==> src/rtl/srio_pkg.sv <==
`default_nettype none
// ============================================================================
// Module  : srio_pkg
// Purpose : Shared constants, FSM state encoding and helper functions for the
//           SRIO write-request transmitter (HELLO-format ireq packets).
// Ports   : none (package)
// Revision: 1.0 - initial release
// ============================================================================
package srio_pkg;

   localparam logic [7:0] FTYPE_TTYPE_SWRITE = 8'h60;
   localparam logic [7:0] FTYPE_TTYPE_NWRITE = 8'h54;
   localparam logic       CRF                = 1'b0;

   typedef enum logic [1:0] {
      ST_IDLE  = 2'd0,
      ST_HEAD  = 2'd1,
      ST_DATA  = 2'd2,
      ST_DRAIN = 2'd3
   } wr_state_t;

   // HELLO header: {tid, ftype/ttype, rsvd, prio, crf, size, rsvd, addr}
   function automatic logic [63:0] build_header(
      input logic [7:0]  tid,
      input logic [7:0]  ftype_ttype,
      input logic [1:0]  prio,
      input logic [7:0]  size,
      input logic [31:0] addr
   );
      return {tid, ftype_ttype, 1'b0, prio, CRF, size, 4'b0000, addr};
   endfunction

   // Reverse byte order: byte 0 <-> byte 7, byte 1 <-> byte 6, ...
   function automatic logic [63:0] byte_swap64(input logic [63:0] d);
      logic [63:0] r;
      r = '0;
      for (int b = 0; b < 8; b++) begin
         r[8*b +: 8] = d[8*(7-b) +: 8];
      end
      return r;
   endfunction

endpackage
`default_nettype wire

==> src/rtl/srio_skid_buf.sv <==
`default_nettype none
// ============================================================================
// Module  : srio_skid_buf
// Purpose : 2-entry registered AXI-Stream slice carrying 64-bit data + last.
//           Outputs come straight from registers; input acceptance depends
//           only on the registered occupancy, so there is no combinational
//           path from out_ready back to the producer.
// Ports   : aclk/aresetn      clock, async active-low reset
//           in_valid/in_data/in_last   write side (write ignored when full)
//           full/empty         occupancy flags
//           out_valid/out_ready/out_data/out_last   AXIS master side
// Revision: 1.0 - initial release
// ============================================================================
module srio_skid_buf (
   input  logic        aclk,
   input  logic        aresetn,
   input  logic        in_valid,
   input  logic [63:0] in_data,
   input  logic        in_last,
   output logic        full,
   output logic        empty,
   output logic        out_valid,
   input  logic        out_ready,
   output logic [63:0] out_data,
   output logic        out_last
);

   logic [1:0]  r_count;
   logic [64:0] r_head;   // entry presented on the output
   logic [64:0] r_tail;   // second entry, valid only when r_count == 2
   logic        w_push;
   logic        w_pop;

   assign full      = (r_count == 2'd2);
   assign empty     = (r_count == 2'd0);
   assign w_push    = in_valid && !full;
   assign w_pop     = out_ready && !empty;
   assign out_valid = !empty;
   assign out_data  = r_head[63:0];
   assign out_last  = r_head[64];

   always_ff @(posedge aclk or negedge aresetn) begin
      if (!aresetn) begin
         r_count <= 2'd0;
         r_head  <= '0;
         r_tail  <= '0;
      end else begin
         case ({w_push, w_pop})
            2'b10: begin
               if (r_count == 2'd0) r_head <= {in_last, in_data};
               else                 r_tail <= {in_last, in_data};
               r_count <= r_count + 2'd1;
            end
            2'b01: begin
               if (r_count == 2'd2) r_head <= r_tail;
               r_count <= r_count - 2'd1;
            end
            2'b11: begin
               if (r_count == 2'd1) begin
                  r_head <= {in_last, in_data};
               end else begin
                  r_head <= r_tail;
                  r_tail <= {in_last, in_data};
               end
            end
            default: ;
         endcase
      end
   end

endmodule
`default_nettype wire

==> src/rtl/srio_wr_tx_engine.sv <==
`default_nettype none
// ============================================================================
// Module  : srio_wr_tx_engine
// Purpose : SRIO write-request transmitter. Accepts one write command, pulls
//           payload from a selected 64-bit AXIS source and emits SWRITE or
//           NWRITE packets on ireq, splitting long transfers into packets of
//           at most C_MAX_PKT_BEATS beats (address and TID advance per packet).
// Ports   : aclk/aresetn                  clock, async active-low reset
//           wr_start/src/ftype/beats/addr/tid   command (sampled in IDLE)
//           wr_busy/wr_done/wr_err        command status
//           s_axis_src_*                  C_NUM_SRC payload sources
//           m_axis_ireq_*                 registered SRIO ireq output
// Revision: 1.0 - initial release
// ============================================================================
module srio_wr_tx_engine
   import srio_pkg::*;
#(
   parameter int         C_NUM_SRC       = 2,
   parameter int         C_MAX_PKT_BEATS = 32,
   parameter int         C_LEN_W         = 16,
   parameter int         C_BYTE_SWAP     = 1,
   parameter logic [1:0] C_PRIO          = 2'b01,
   localparam int        SW              = (C_NUM_SRC > 1) ? $clog2(C_NUM_SRC) : 1
) (
   input  logic                   aclk,
   input  logic                   aresetn,
   input  logic                   wr_start,
   input  logic [SW-1:0]          wr_src,
   input  logic                   wr_ftype,
   input  logic [C_LEN_W-1:0]     wr_beats,
   input  logic [31:0]            wr_addr,
   input  logic [7:0]             wr_tid,
   output logic                   wr_busy,
   output logic                   wr_done,
   output logic                   wr_err,
   input  logic [C_NUM_SRC-1:0]   s_axis_src_tvalid,
   output logic [C_NUM_SRC-1:0]   s_axis_src_tready,
   input  logic [64*C_NUM_SRC-1:0] s_axis_src_tdata,
   output logic                   m_axis_ireq_tvalid,
   input  logic                   m_axis_ireq_tready,
   output logic [63:0]            m_axis_ireq_tdata,
   output logic                   m_axis_ireq_tlast
);

   localparam int PKT_W = $clog2(C_MAX_PKT_BEATS) + 1;

   wr_state_t            r_state, w_next;
   logic [SW-1:0]        r_src;
   logic                 r_ftype;
   logic [C_LEN_W-1:0]   r_rem;       // beats not yet assigned to a packet
   logic [31:0]          r_addr;
   logic [7:0]           r_tid;
   logic [PKT_W-1:0]     r_pkt_cnt;   // beats left in the current packet
   logic                 r_rej;

   logic                 w_bad;
   logic [PKT_W-1:0]     w_pkt_beats;
   logic [PKT_W+2:0]     w_pkt_bytes;
   logic [7:0]           w_size;
   logic [63:0]          w_header;
   logic                 w_sel_valid;
   logic [63:0]          w_sel_data;
   logic [63:0]          w_beat;
   logic                 w_last_beat;
   logic                 w_src_hs;
   logic                 w_push;
   logic [64:0]          w_push_word;
   logic                 w_full;
   logic                 w_empty;

   assign w_bad       = (wr_beats == '0) || (int'(wr_src) >= C_NUM_SRC);
   assign w_pkt_beats = (r_rem >= C_LEN_W'(C_MAX_PKT_BEATS)) ? PKT_W'(C_MAX_PKT_BEATS)
                                                             : r_rem[PKT_W-1:0];
   assign w_pkt_bytes = {w_pkt_beats, 3'b000};
   assign w_size      = r_ftype ? 8'(w_pkt_bytes - 1'b1) : 8'h00;
   assign w_header    = build_header(r_tid,
                                     r_ftype ? FTYPE_TTYPE_NWRITE : FTYPE_TTYPE_SWRITE,
                                     C_PRIO, w_size, r_addr);
   assign w_beat      = (C_BYTE_SWAP != 0) ? byte_swap64(w_sel_data) : w_sel_data;
   assign w_last_beat = (r_pkt_cnt == PKT_W'(1));

   always_comb begin
      w_sel_valid = 1'b0;
      w_sel_data  = '0;
      for (int i = 0; i < C_NUM_SRC; i++) begin
         if (r_src == SW'(i)) begin
            w_sel_valid = s_axis_src_tvalid[i];
            w_sel_data  = s_axis_src_tdata[64*i +: 64];
         end
      end
   end

   // Only the latched source ever sees ready, and only while in DATA.
   for (genvar i = 0; i < C_NUM_SRC; i++) begin : g_src_ready
      assign s_axis_src_tready[i] = (r_state == ST_DATA) && (r_src == SW'(i)) && !w_full;
   end

   always_ff @(posedge aclk or negedge aresetn) begin
      if (!aresetn) r_state <= ST_IDLE;
      else          r_state <= w_next;
   end

   always_comb begin
      w_next      = r_state;
      w_push      = 1'b0;
      w_push_word = '0;
      w_src_hs    = 1'b0;
      case (r_state)
         ST_IDLE: begin
            if (wr_start && !w_bad) w_next = ST_HEAD;
         end
         ST_HEAD: begin
            if (!w_full) begin
               w_push      = 1'b1;
               w_push_word = {1'b0, w_header};
               w_next      = ST_DATA;
            end
         end
         ST_DATA: begin
            w_src_hs = w_sel_valid && !w_full;
            if (w_src_hs) begin
               w_push      = 1'b1;
               w_push_word = {w_last_beat, w_beat};
               // r_rem was already reduced when this packet's header went out
               if (w_last_beat) w_next = (r_rem == '0) ? ST_DRAIN : ST_HEAD;
            end
         end
         ST_DRAIN: begin
            if (w_empty) w_next = ST_IDLE;
         end
         default: w_next = ST_IDLE;
      endcase
   end

   always_ff @(posedge aclk or negedge aresetn) begin
      if (!aresetn) begin
         r_src     <= '0;
         r_ftype   <= 1'b0;
         r_rem     <= '0;
         r_addr    <= '0;
         r_tid     <= '0;
         r_pkt_cnt <= '0;
         r_rej     <= 1'b0;
      end else begin
         r_rej <= (r_state == ST_IDLE) && wr_start && w_bad;
         if ((r_state == ST_IDLE) && wr_start && !w_bad) begin
            r_src   <= wr_src;
            r_ftype <= wr_ftype;
            r_rem   <= wr_beats;
            r_addr  <= wr_addr;
            r_tid   <= wr_tid;
         end
         // Per-packet bookkeeping advances as the header is committed.
         if ((r_state == ST_HEAD) && !w_full) begin
            r_pkt_cnt <= w_pkt_beats;
            r_rem     <= r_rem - C_LEN_W'(w_pkt_beats);
            r_addr    <= r_addr + 32'(w_pkt_bytes);
            r_tid     <= r_tid + 8'd1;
         end
         if (w_src_hs) r_pkt_cnt <= r_pkt_cnt - PKT_W'(1);
      end
   end

   assign wr_busy = (r_state != ST_IDLE);
   assign wr_done = ((r_state == ST_DRAIN) && w_empty) || r_rej;
   assign wr_err  = r_rej;

   srio_skid_buf u_skid (
      .aclk      (aclk),
      .aresetn   (aresetn),
      .in_valid  (w_push),
      .in_data   (w_push_word[63:0]),
      .in_last   (w_push_word[64]),
      .full      (w_full),
      .empty     (w_empty),
      .out_valid (m_axis_ireq_tvalid),
      .out_ready (m_axis_ireq_tready),
      .out_data  (m_axis_ireq_tdata),
      .out_last  (m_axis_ireq_tlast)
   );

endmodule
`default_nettype wire

==> config.mk <==
export PLATFORM = sky130hd
export DESIGN_NAME = srio_wr_tx_engine
export DESIGN_NICKNAME = d
export VERILOG_FILES = /design/src/rtl/srio_pkg.sv /design/src/rtl/srio_skid_buf.sv /design/src/rtl/srio_wr_tx_engine.sv
export SDC_FILE = /design/constraint.sdc
export NUM_CORES = 1
export LEC_CHECK = 0
export BUFFER_PORTS_ARGS = -buffer_cell sky130_fd_sc_hd__buf_2
export CAP_MARGIN = 20
export CORE_ASPECT_RATIO = 0.9
export CORE_MARGIN = 4
export CORE_UTILIZATION = 45
export DETAILED_ROUTE_END_ITERATION = 10
export PLACE_DENSITY = 0.69
export SLEW_MARGIN = 20
export SYNTH_ARGS = -nofsm -noshare
export SYNTH_HDL_FRONTEND = slang
export SYNTH_SLANG_ARGS = --single-unit
==> constraint.sdc <==
create_clock -name aclk -period 3.6 [get_ports aclk]
set_input_delay 1.08 -clock aclk [delete_from_list [all_inputs] [get_ports aclk]]
set_output_delay 1.08 -clock aclk [all_outputs]
set_load 0.05 [all_outputs]
==> reports/qor.yml <==
die_h_microns: 156
slowest_delay_ns: 0.83
synth_edf_count: 0
total_leakage_power_nw: 6.10
syn_nets: 1426
synthMostInstantiatedCell: "dfrtp_1"
cp.required_ns: 2.52
syn_inst: 1211
cts.reportedPaths.clkPinSlew_ns: 0.08
min_period_over_period_pct: 91.5
p_per_area_nw_per_um2: 1060
start_util_pct: 46.4
critical-path-top-delay-family: "buffers and inverters"
dr.pass1.iters: 5
finalInstanceArea_sq_um: 13400
finalHoldViolCount: 0
synth_area_sq_um: 11000
hold_ws_ns: 0.484
holdCritPathClass: "flop to flop"
root_buffer: "clkbuf_16"
worstSetupPathType: "flop to primary output"
crit_slowest_cell: "buf_4"
crit_chain: "buf_4 -> and2_1 -> buf_2"
wire_per_inst_microns: 19.9
synth_area_leaders: "dfrtp_1 45%, a21oi_1 6.7%, mux2i_1 6.2%"
syn_area_per_cell_sq_um: 9.07
synth-seq-area-share_pct: 45.4
grt_start_max_net_pins: 79
cts_max_level: 4
area_growth_pct: 22.1
grt_pass1_vias: 9696
num_antenna_cells: 0
worst_skew_pair.late_latency_ns: 0.45
power.total_mw: 14.2
final_layout_size_suffix_gt1_share_pct: 26.0
fin_tns_setup_ns: 0
hpwl_mm: 25.6
numPortBuffers: 262
numCtsBuffers: 17
synth_top_cell_by_area: "dfrtp_1"
drt-total-wl_mm: 35.0
drt_iter0_markers: 1105
cp_max_fo: 68
place_area_sq_um: 12700
worst-path-buf-inv: 2
gr-total-overflow: 0
drc: 0
synth_seq_cells: 199
synth.distinct_cells: 79
num_rows: 53
r2r-start: "r_rem[13]$_DFFE_PN0P_"
fin_nets: 1657
rsz0062_at_grt: "no"
numClockSinks: 199
io_pins: 263
synth_top_area_share_pct: 45.4
finalSetupViolCount: 0
start_kind: "flop"
gp_congestion: 0.929
async_flop_share_pct: 100
tightestPinTransition_ns: 1.12
fin_crit_ns: 3.30
cts.path.max_buffers: 2
final_max_slew_viol_count: 0
maxSlewHeadroom_pct: 25.6
fmax_mhz: 303
worstHoldStart: "r_addr[2]$_DFFE_PN0P_"
synth_ff_type: "dfrtp_1"
synth_common_cells: "199 x dfrtp_1, 157 x nor2_1, 147 x a21oi_1, 127 x nand2_1, 86 x o21ai_0"
fin_skew_ns: 0.0182
drt-vias-per-instance: 5.83
ir_worst_vdd_uv: 658
startpoint: "r_src$_DFFE_PN0P_"
die_w_microns: 173
antenna_found_initial: 0
maxCapViolCount: 0
worstSetupEndpointType: "primary output"
die-area_sq_um: 27000
status: "finished, final reports clean"
ys.warnings.count: 0
hold_buffers: 0
ant_nets: 0
vias: 10200
grt_usage_pct: 25.3
cts_tree: "done"
core-area_sq_um: 23700
fin_util_pct: 56.6
grt_pass1_wl_mm: 54.2
nFillCells: 2109
cp.arrival_ns: 2.22
flip-flops by register name, indices dropped and copies added (netlist names):
name            count
r_ftype             1
r_tid               8
wr_err              1
r_rem              16
u_skid.r_count      2
u_skid.r_tail      65
r_src               1
u_skid.r_head      65
r_pkt_cnt           6
r_state             2
r_addr             32
tightest hold or removal path: stages, from the launching register on:
cell and delay, ns:
dfrtp_1 0.35, nand2_1 0.05, nand2_1 0.06
cells in the final DEF, fill, tap and decap left out, types with 10 or more instances in the layout:
cell type and instances:
a21oi_1 146, a2bb2oi_1 46, buf_2 261, buf_4 28, clkbuf_16 17, dfrtp_1 198, ha_1 22, inv_1 21
mux2_2 15, mux2i_1 68, nand2_1 127, nand3_1 19, nand4_1 13, nor2_1 154, nor3_1 24, nor4_1 10
o211ai_1 14, o21ai_0 86, o31ai_1 18
metrics by stage:
step                      cells  setup WS (ns)
after floorplan            1211          0.240
after detailed placement   1724         0.0300
after global routing       1757         0.0769
after CTS                  1756          0.202
after global placement     1724          0.106
final                      1757          0.305
layer usage:
metal | global-route usage [%] | share of wire (%) | up-vias
li1 | - | - | 4855
met1 | 34.8 | 44 | 4901
met2 | 41.8 | 47 | 427
met3 | 3.97 | 6.3 | 57
met4 | 7.75 | 2.4 | 0
met5 | 0 | 0 | -
report_power, final:
group | switching [mW] | total (mW) | internal [mW]
registers | 0.869 | 4.15 | 3.28
logic | 5.37 | 8.03 | 2.66
clock network | 0.982 | 2.06 | 1.07
total | 7.22 | 14.2 | 7.01
area by class of cell:
type	instances	area, sq um	share of cell area (%)
multi-input cells	903	5600	41.7
inverters	21	78.8	0.588
flip-flops and latches	199	4980	37.2
clock buffers	18	429	3.20
well taps	302	378	2.82
repair buffers	300	1740	13.0
clock inverters	14	205	1.53
cells by family (layout without fill, tap and decap cells):
family                     count (synthesis)  in the layout  synth area share, %
AOI/OAI and AO/OA                        390            390                 22.8
DFF                                      199            199                 45.4
buffers and inverters                    109            353                 4.16
xor gates and xnor gates                  10             10                0.798
adders and majority gates                 24             24                 2.78
other                                      1              1               0.0342
and+or+nand+nor                          395            395                 16.3
muxes                                     83             83                 7.74
what timing repair did:
action	in CTS	in global routing
endpoints found under the setup margin	0	1
setup buffers	0	0
gates resized for setup	0	1
final timing paths:
check,to,slack [ns],cells past startpoint
max reg2reg,r_addr[17]$_DFFE_PN0P_,0.33,11
min,r_addr[2]$_DFFE_PN0P_,0.48,2
min in group asynchronous,r_tid[0]$_DFFE_PN0P_,0.59,1
min reg2reg,r_addr[2]$_DFFE_PN0P_,0.48,2
max,s_axis_src_tready[1],0.30,3
max in group asynchronous,r_addr[4]$_DFFE_PN0P_,2.10,2
Power figures use the tool's default switching activity.
